==> src/rtl/fast_circle_fetch_pkg.sv <==
// fast_pkg: shared FSM states and radius-3 circle offsets for the circle fetcher
package fast_pkg;
    typedef enum logic [1:0] {IDLE, CHECK, ISSUE, DRAIN} state_t;
    localparam int NUM_PTS = 17;
    localparam int CIRCLE_R = 3;
    localparam logic signed [2:0] CIRCLE_DX [NUM_PTS] = '{
        3'sd0, 3'sd0, 3'sd1, 3'sd2, 3'sd3, 3'sd3, 3'sd3, 3'sd2, 3'sd1,
        3'sd0, -3'sd1, -3'sd2, -3'sd3, -3'sd3, -3'sd3, -3'sd2, -3'sd1};
    localparam logic signed [2:0] CIRCLE_DY [NUM_PTS] = '{
        3'sd0, -3'sd3, -3'sd3, -3'sd2, -3'sd1, 3'sd0, 3'sd1, 3'sd2, 3'sd3,
        3'sd3, 3'sd3, 3'sd2, 3'sd1, 3'sd0, -3'sd1, -3'sd2, -3'sd3};
endpackage

==> src/rtl/fast_circle_fetch_if.sv <==
// fast_circle_fetch_if: single-port image SRAM bus between the fetcher and sram_image
interface fast_circle_fetch_if #(
    parameter int XW = 9,
    parameter int YW = 9,
    parameter int PD = 8
);
    logic [XW-1:0] x_addr;
    logic [YW-1:0] y_addr;
    logic ren;
    logic wen;
    logic [PD-1:0] wdat;
    logic [PD-1:0] rdat;
    modport master (output x_addr, y_addr, ren, wen, wdat, input rdat);
    modport slave (input x_addr, y_addr, ren, wen, wdat, output rdat);
endinterface

==> src/rtl/fast_circle_fetch_rom.sv <==
// fast_circle_rom: point index to signed circle offset; indices past the circle map to the centre
module fast_circle_rom
    import fast_pkg::*;
(
    input  logic [4:0]        k,
    output logic signed [2:0] dx,
    output logic signed [2:0] dy
);
    assign dx = (k < 5'(NUM_PTS)) ? CIRCLE_DX[k] : 3'sd0;
    assign dy = (k < 5'(NUM_PTS)) ? CIRCLE_DY[k] : 3'sd0;
endmodule

==> src/rtl/fast_circle_fetch.sv <==
// fast_circle_fetch: fetches centre plus 16-point radius-3 circle from sram_image, yielding to loader writes
module fast_circle_fetch
    import fast_pkg::*;
#(
    parameter int X_MAX = 200,
    parameter int Y_MAX = 200,
    parameter int PIXEL_DEPTH = 8,
    localparam int XW = $clog2(X_MAX) + 1,
    localparam int YW = $clog2(Y_MAX) + 1
)(
    input  logic                   clk,
    input  logic                   n_rst,
    input  logic                   start,
    input  logic [XW-1:0]          cx,
    input  logic [YW-1:0]          cy,
    output logic                   busy,
    output logic                   done,
    output logic                   oob,
    output logic                   pix_valid,
    output logic [4:0]             pix_idx,
    output logic [PIXEL_DEPTH-1:0] pix_data,
    input  logic                   wr_req,
    input  logic [XW-1:0]          wr_x,
    input  logic [YW-1:0]          wr_y,
    input  logic [PIXEL_DEPTH-1:0] wr_data,
    output logic                   wr_gnt,
    fast_circle_fetch_if.master    sram
);
    state_t state, state_nxt;
    logic [XW-1:0] cx_q;
    logic [YW-1:0] cy_q;
    logic [4:0] k, k_nxt;
    logic issue, at_edge;
    logic signed [2:0] dx, dy;
    logic signed [XW:0] px;
    logic signed [YW:0] py;

    fast_circle_rom u_rom (.k(k), .dx(dx), .dy(dy));

    assign at_edge = cx_q < XW'(CIRCLE_R) || cy_q < YW'(CIRCLE_R) ||
                     cx_q > XW'(X_MAX - CIRCLE_R - 1) || cy_q > YW'(Y_MAX - CIRCLE_R - 1);
    assign issue = state == ISSUE && !wr_req;
    assign px = $signed({1'b0, cx_q}) + (XW+1)'(dx);
    assign py = $signed({1'b0, cy_q}) + (YW+1)'(dy);
    // The loader owns the port whenever it asks; reads only fill the gaps, so ren and wen never overlap
    assign wr_gnt = wr_req;
    assign sram.wen = wr_req;
    assign sram.wdat = wr_req ? wr_data : '0;
    assign sram.ren = issue;
    assign sram.x_addr = wr_req ? wr_x : issue ? XW'(px) : '0;
    assign sram.y_addr = wr_req ? wr_y : issue ? YW'(py) : '0;
    assign pix_data = pix_valid ? sram.rdat : '0;

    // Next state and point counter; k only advances on cycles that actually read
    always_comb begin
        state_nxt = state;
        k_nxt = k;
        case (state)
            IDLE: state_nxt = start ? CHECK : IDLE;
            CHECK: begin
                state_nxt = at_edge ? IDLE : ISSUE;
                k_nxt = '0;
            end
            ISSUE: begin
                k_nxt = issue ? k + 5'd1 : k;
                state_nxt = (issue && k == 5'(NUM_PTS - 1)) ? DRAIN : ISSUE;
            end
            DRAIN: state_nxt = IDLE;
            default: state_nxt = IDLE;
        endcase
    end

    // State, captured centre and registered status outputs
    always_ff @(posedge clk or negedge n_rst) begin
        if (!n_rst) begin
            state <= IDLE;
            k <= '0;
            cx_q <= '0;
            cy_q <= '0;
            busy <= 1'b0;
            done <= 1'b0;
            oob <= 1'b0;
            pix_valid <= 1'b0;
            pix_idx <= '0;
        end else begin
            state <= state_nxt;
            k <= k_nxt;
            if (state == IDLE && start) begin
                cx_q <= cx;
                cy_q <= cy;
            end
            busy <= state_nxt != IDLE;
            done <= (state == CHECK && at_edge) || (issue && k == 5'(NUM_PTS - 1));
            oob <= state == CHECK && at_edge;
            pix_valid <= issue;
            if (issue) pix_idx <= k;
        end
    end
endmodule
==> src/flat_wrapper.sv <==
// flat-port wrapper written by rule: the top's interface ports become plain ports
module fast_circle_fetch_flat import fast_pkg::*;
#(
    parameter int X_MAX = 200,
    parameter int Y_MAX = 200,
    parameter int PIXEL_DEPTH = 8,
    localparam int XW = $clog2(X_MAX) + 1,
    localparam int YW = $clog2(Y_MAX) + 1
)
  (clk, n_rst, start, cx, cy, busy, done, oob, pix_valid, pix_idx, pix_data, wr_req, wr_x, wr_y, wr_data, wr_gnt, sram_x_addr, sram_y_addr, sram_ren, sram_wen, sram_wdat, sram_rdat);
  fast_circle_fetch_if sram_i ();
  input  logic clk;
  input  logic n_rst;
  input  logic start;
  input  logic [XW-1:0] cx;
  input  logic [YW-1:0] cy;
  output logic busy;
  output logic done;
  output logic oob;
  output logic pix_valid;
  output logic [4:0] pix_idx;
  output logic [PIXEL_DEPTH-1:0] pix_data;
  input  logic wr_req;
  input  logic [XW-1:0] wr_x;
  input  logic [YW-1:0] wr_y;
  input  logic [PIXEL_DEPTH-1:0] wr_data;
  output logic wr_gnt;
  output wire logic [$bits(sram_i.x_addr)-1:0] sram_x_addr;
  output wire logic [$bits(sram_i.y_addr)-1:0] sram_y_addr;
  output wire logic [$bits(sram_i.ren)-1:0] sram_ren;
  output wire logic [$bits(sram_i.wen)-1:0] sram_wen;
  output wire logic [$bits(sram_i.wdat)-1:0] sram_wdat;
  input wire logic [$bits(sram_i.rdat)-1:0] sram_rdat;
  assign sram_x_addr = sram_i.x_addr;
  assign sram_y_addr = sram_i.y_addr;
  assign sram_ren = sram_i.ren;
  assign sram_wen = sram_i.wen;
  assign sram_wdat = sram_i.wdat;
  assign sram_i.rdat = sram_rdat;
  fast_circle_fetch #(.X_MAX(X_MAX), .Y_MAX(Y_MAX), .PIXEL_DEPTH(PIXEL_DEPTH)) u_core (.clk(clk), .n_rst(n_rst), .start(start), .cx(cx), .cy(cy), .busy(busy), .done(done), .oob(oob), .pix_valid(pix_valid), .pix_idx(pix_idx), .pix_data(pix_data), .wr_req(wr_req), .wr_x(wr_x), .wr_y(wr_y), .wr_data(wr_data), .wr_gnt(wr_gnt), .sram(sram_i));
endmodule
==> config.mk <==
export PLATFORM = sky130hd
export DESIGN_NAME = fast_circle_fetch_flat
export DESIGN_NICKNAME = d
export VERILOG_FILES = /design/src/rtl/fast_circle_fetch_pkg.sv /design/src/rtl/fast_circle_fetch_if.sv /design/src/rtl/fast_circle_fetch_rom.sv /design/src/rtl/fast_circle_fetch.sv /design/src/flat_wrapper.sv
export SDC_FILE = /design/constraint.sdc
export NUM_CORES = 1
export LEC_CHECK = 0
export BUFFER_PORTS_ARGS = -buffer_cell sky130_fd_sc_hd__buf_2
export CAP_MARGIN = 40
export CORE_ASPECT_RATIO = 1.1
export CORE_UTILIZATION = 54
export DETAILED_ROUTE_END_ITERATION = 8
export GPL_TIMING_DRIVEN = 0
export PLACE_DENSITY = 0.94
export SYNTH_ARGS = -nofsm -noshare
export SYNTH_HDL_FRONTEND = slang
export SYNTH_HIERARCHICAL = 1
export SYNTH_SLANG_ARGS = --single-unit
==> constraint.sdc <==
create_clock -name clk -period 5.57 [get_ports clk]
set_input_delay 0.557 -clock clk [delete_from_list [all_inputs] [get_ports clk]]
set_output_delay 0.557 -clock clk [all_outputs]
set_load 0.05 [all_outputs]
==> impl_metrics.json <==
{
  "status": "complete, no violations",
  "final-setup-viol-count": 0,
  "ctsResizeCount": 0,
  "synth_xor_area_share_pct": 3.26,
  "met2_usage_pct": 46.0,
  "antenna_found_initial": 0,
  "end_kind": "output port",
  "n_antenna_cell": 0,
  "design_area_um2": 3400,
  "worst_pin_slew_ns": 0.771,
  "cts_max_level": 2,
  "syn-num-nets": 387,
  "fin_cells": 472,
  "use_met1_pct": 32.5,
  "vias": 2734,
  "grt_pass1_vias": 2574,
  "synthArstFlopShare_pct": 100,
  "pin_count": 102,
  "cts_hold_buf": 0,
  "preCtsSetupSlack_ns": 1.72,
  "clk-insertion-delay-late_ns": 0.30,
  "fp.dieH_um": 75.9,
  "syn_inst": 306,
  "busiest_layer": "met2",
  "post-route-drc-count": 0,
  "grt_overflow": 0,
  "hold_viol_final": 0,
  "synth_compound_area_share_pct": 20.5,
  "place.port_buffers": 100,
  "max_cap_violations": 0,
  "dp_cells": 464,
  "seq_area_um2": 851,
  "wl_per_cell_um": 14.8,
  "grt_max_degree": 35,
  "irDropWorstVdd_uv": 293,
  "drtAntennaViolNets": 0,
  "firstDrtPassIters": 6,
  "worst_slack_ns": 1.32,
  "drtIter0Drc": 131,
  "fmax_mhz": 235,
  "fin_tns_setup_ns": 0,
  "maxSlewHeadroom_pct": 48.6,
  "dieWidth_um": 69.2,
  "die-area_um2": 5250,
  "critPathRequiredTime_ns": 5.01,
  "grt_pass1_wl_um": 11400,
  "cts_tree": "built",
  "gp_congestion": 0.900,
  "min_period_ns": 4.25,
  "synthAdderAreaFrac_pct": 12.2,
  "place_area_um2": 3260,
  "start_util_pct": 56.9,
  "n_fill_cell": 331,
  "critPathMaxFanout": 11,
  "arrival_ns": 3.69,
  "hold_class": "in2async",
  "muxShareOfSynthArea_pct": 6.72,
  "postCtsSetupRepairBufs": 0,
  "min_period_over_period_pct": 76.3,
  "clk_pin_slew_ns": 0.07,
  "start_kind": "register",
  "worstSetupPathType": "reg2out",
  "cts_made_buffers": 5,
  "yosysSeqAreaShare_pct": 31.7,
  "syn-cell-area_um2": 2680,
  "dpl.hpwl_um": 5240,
  "timing.final.max_slew_violations": 0,
  "fin_worst_skew_ns": 0.00548,
  "nNetsFinal": 496,
  "gr-usage-all-layers_pct": 27.2,
  "powerDensity_nw_per_um2": 452,
  "via_per_inst": 5.79,
  "clockRootBuffer": "clkbuf_8",
  "yosysWarningCount": 6,
  "ys_ff_latch": 34,
  "num_rows": 26,
  "p_total_uw": 1540,
  "synth-simple-area-share_pct": 20.0,
  "core_area_um2": 4720,
  "synth_area_per_cell_um2": 8.77,
  "syn_to_final_growth_pct": 26.8,
  "routed_wirelength_um": 6990,
  "synth_top_family_by_area": "compound AO/OA/AOI/OAI gates",
  "clock_sinks": 34,
  "yosysUniqueCellTypes": 48,
  "rsz0062_at_grt": "no",
  "cts.path.max_buffers": 2,
  "ys.flop_type": "dfrtp_1",
  "use_met3_pct": 5.45,
  "leakage_uw": 0.00174,
  "multi_input_area_um2": 1680,
  "drive_gt1_share_pct": 34.1,
  "synth-edff-count": 0
}
==> Yosys cell counts (all sizes together) (2+ instances only) <==
master   instances  share of area [%]
clkbuf           4               0.56
nor2            14                2.0
nand3            3               0.56
o21ai           30                5.6
and2            17                4.0
a21o             3               0.84
o211ai           5                1.4
mux2            16                6.7
a31oi            4               0.93
nor3             4               0.75
nand2           38                5.3
xor2             8                2.6
o31ai            2               0.56
o2111ai          2               0.65
dfrtp           34                 32
o21bai           2               0.56
buf             12                3.2
nor4             3               0.70
o21a             2               0.56
nand4            5                1.2
xnor2            2               0.65
fa               2                1.5
a211oi           7                2.0
a22o             2               0.65
ha              23                 11
nand2b          12                2.8
nor3b            2               0.75
a21oi           17                3.2
a2111oi          2               0.65
a211o            3               0.98
inv             13                1.8
a32o             2               0.75
==> where the power goes <==
| group | internal (µW) | switching, µW | leakage, µW |
|---|---|---|---|
| Clock | 179 | 92.1 | 0.0000683 |
| Sequential | 338 | 92.4 | 0.000428 |
| Combinational | 316 | 519 | 0.00125 |
==> cell usage in the layout, fill, tap and decap left out, types with 4 or more instances in the layout <==
| cell type | netlist | layout |
|---|---|---|
| buf_2 | 6 | 108 |
| nand2_1 | 38 | 38 |
| dfrtp_1 | 34 | 34 |
| o21ai_0 | 29 | 29 |
| ha_1 | 23 | 23 |
| a21oi_1 | 17 | 17 |
| and2_1 | 17 | 17 |
| mux2_2 | 16 | 16 |
| nor2_1 | 14 | 14 |
| inv_1 | 12 | 12 |
| nand2b_1 | 12 | 12 |
| xor2_1 | 8 | 8 |
| a211oi_1 | 7 | 7 |
| clkbuf_8 | 0 | 5 |
| o211ai_1 | 5 | 5 |
| nand4_1 | 5 | 5 |
| nor3_1 | 4 | 4 |
| clkbuf_1 | 4 | 4 |
| a31oi_1 | 4 | 4 |
==> layer usage <==
| layer | vias to the layer above | wire length [µm] | share of wire (%) |
|---|---|---|---|
| li1 | 1313 | - | - |
| met2 | 135 | 3570 | 51 |
| met3 | 23 | 526 | 7.5 |
| met1 | 1263 | 2690 | 38 |
| met5 | - | 0 | 0 |
| met4 | 0 | 201 | 2.9 |
==> kinds of logic after synthesis <==
family	count (synthesis)
fa+ha+maj	25
compound gates	87
buf+inv	29
xor+xnor	10
simple gates	105
mux	16
flops	34
==> worst paths after layout <==
| path | from | endpoint | slack [ns] | depth (start not counted) |
|---|---|---|---|---|
| setup reg to reg | u_core/state[1]$_DFF_PN0_ | u_core/pix_idx[1]$_DFFE_PN0P_ | 3.99 | 5 |
| min in group clk | cy[1] | u_core/cy_q[1]$_DFFE_PN0P_ | 0.47 | 3 |
| hold / removal | n_rst | u_core/done$_DFF_PN0_ | 0.33 | 1 |
| max in group asynchronous | n_rst | u_core/cy_q[7]$_DFFE_PN0P_ | 4.74 | 1 |
| setup / recovery | u_core/k[0]$_DFFE_PN0P_ | sram_y_addr[6] | 1.32 | 13 |
| hold reg to reg | u_core/pix_idx[4]$_DFFE_PN0P_ | u_core/pix_idx[4]$_DFFE_PN0P_ | 0.47 | 2 |
==> state kept, by name, summed over array words and instances (netlist names), 2 cells and up <==
name	cells
u_core/cy_q	9
u_core/pix_idx	5
u_core/state	2
u_core/k	5
u_core/cx_q	9
==> metrics by stage <==
stage / util [%] / hold slack [ns]
finish: 72.1 / 0.335
CTS: 72.1 / 0.352
global placement: 69.0 / 0.454
detailed placement: 69.2 / 0.457
global route: 72.1 / 0.381
floorplan: - / 0.261
==> worst max-delay path: stages, from the launching register on <==
cell	delay, ns
dfrtp_1	0.55
inv_1	0.14
ha_1	0.35
nor2_1	0.12
a21oi_1	0.06
a211oi_1	0.41
inv_1	0.13
fa_1	0.41
nand2b_1	0.21
a21oi_1	0.30
a211oi_1	0.11
xor2_1	0.15
o21ai_0	0.15
buf_2	0.29
==> layout make-up <==
cell class	instances	share of cell area, %
buffer	16	2.98
clock buffer	5	2.02
clock inverter	3	2.02
inverter	13	1.43
multi-input combinational	243	49.4
sequential	34	25.0
tap	56	2.06
timing repair buffer	102	15.0
No activity file was read; power rests on OpenSTA's default activity.
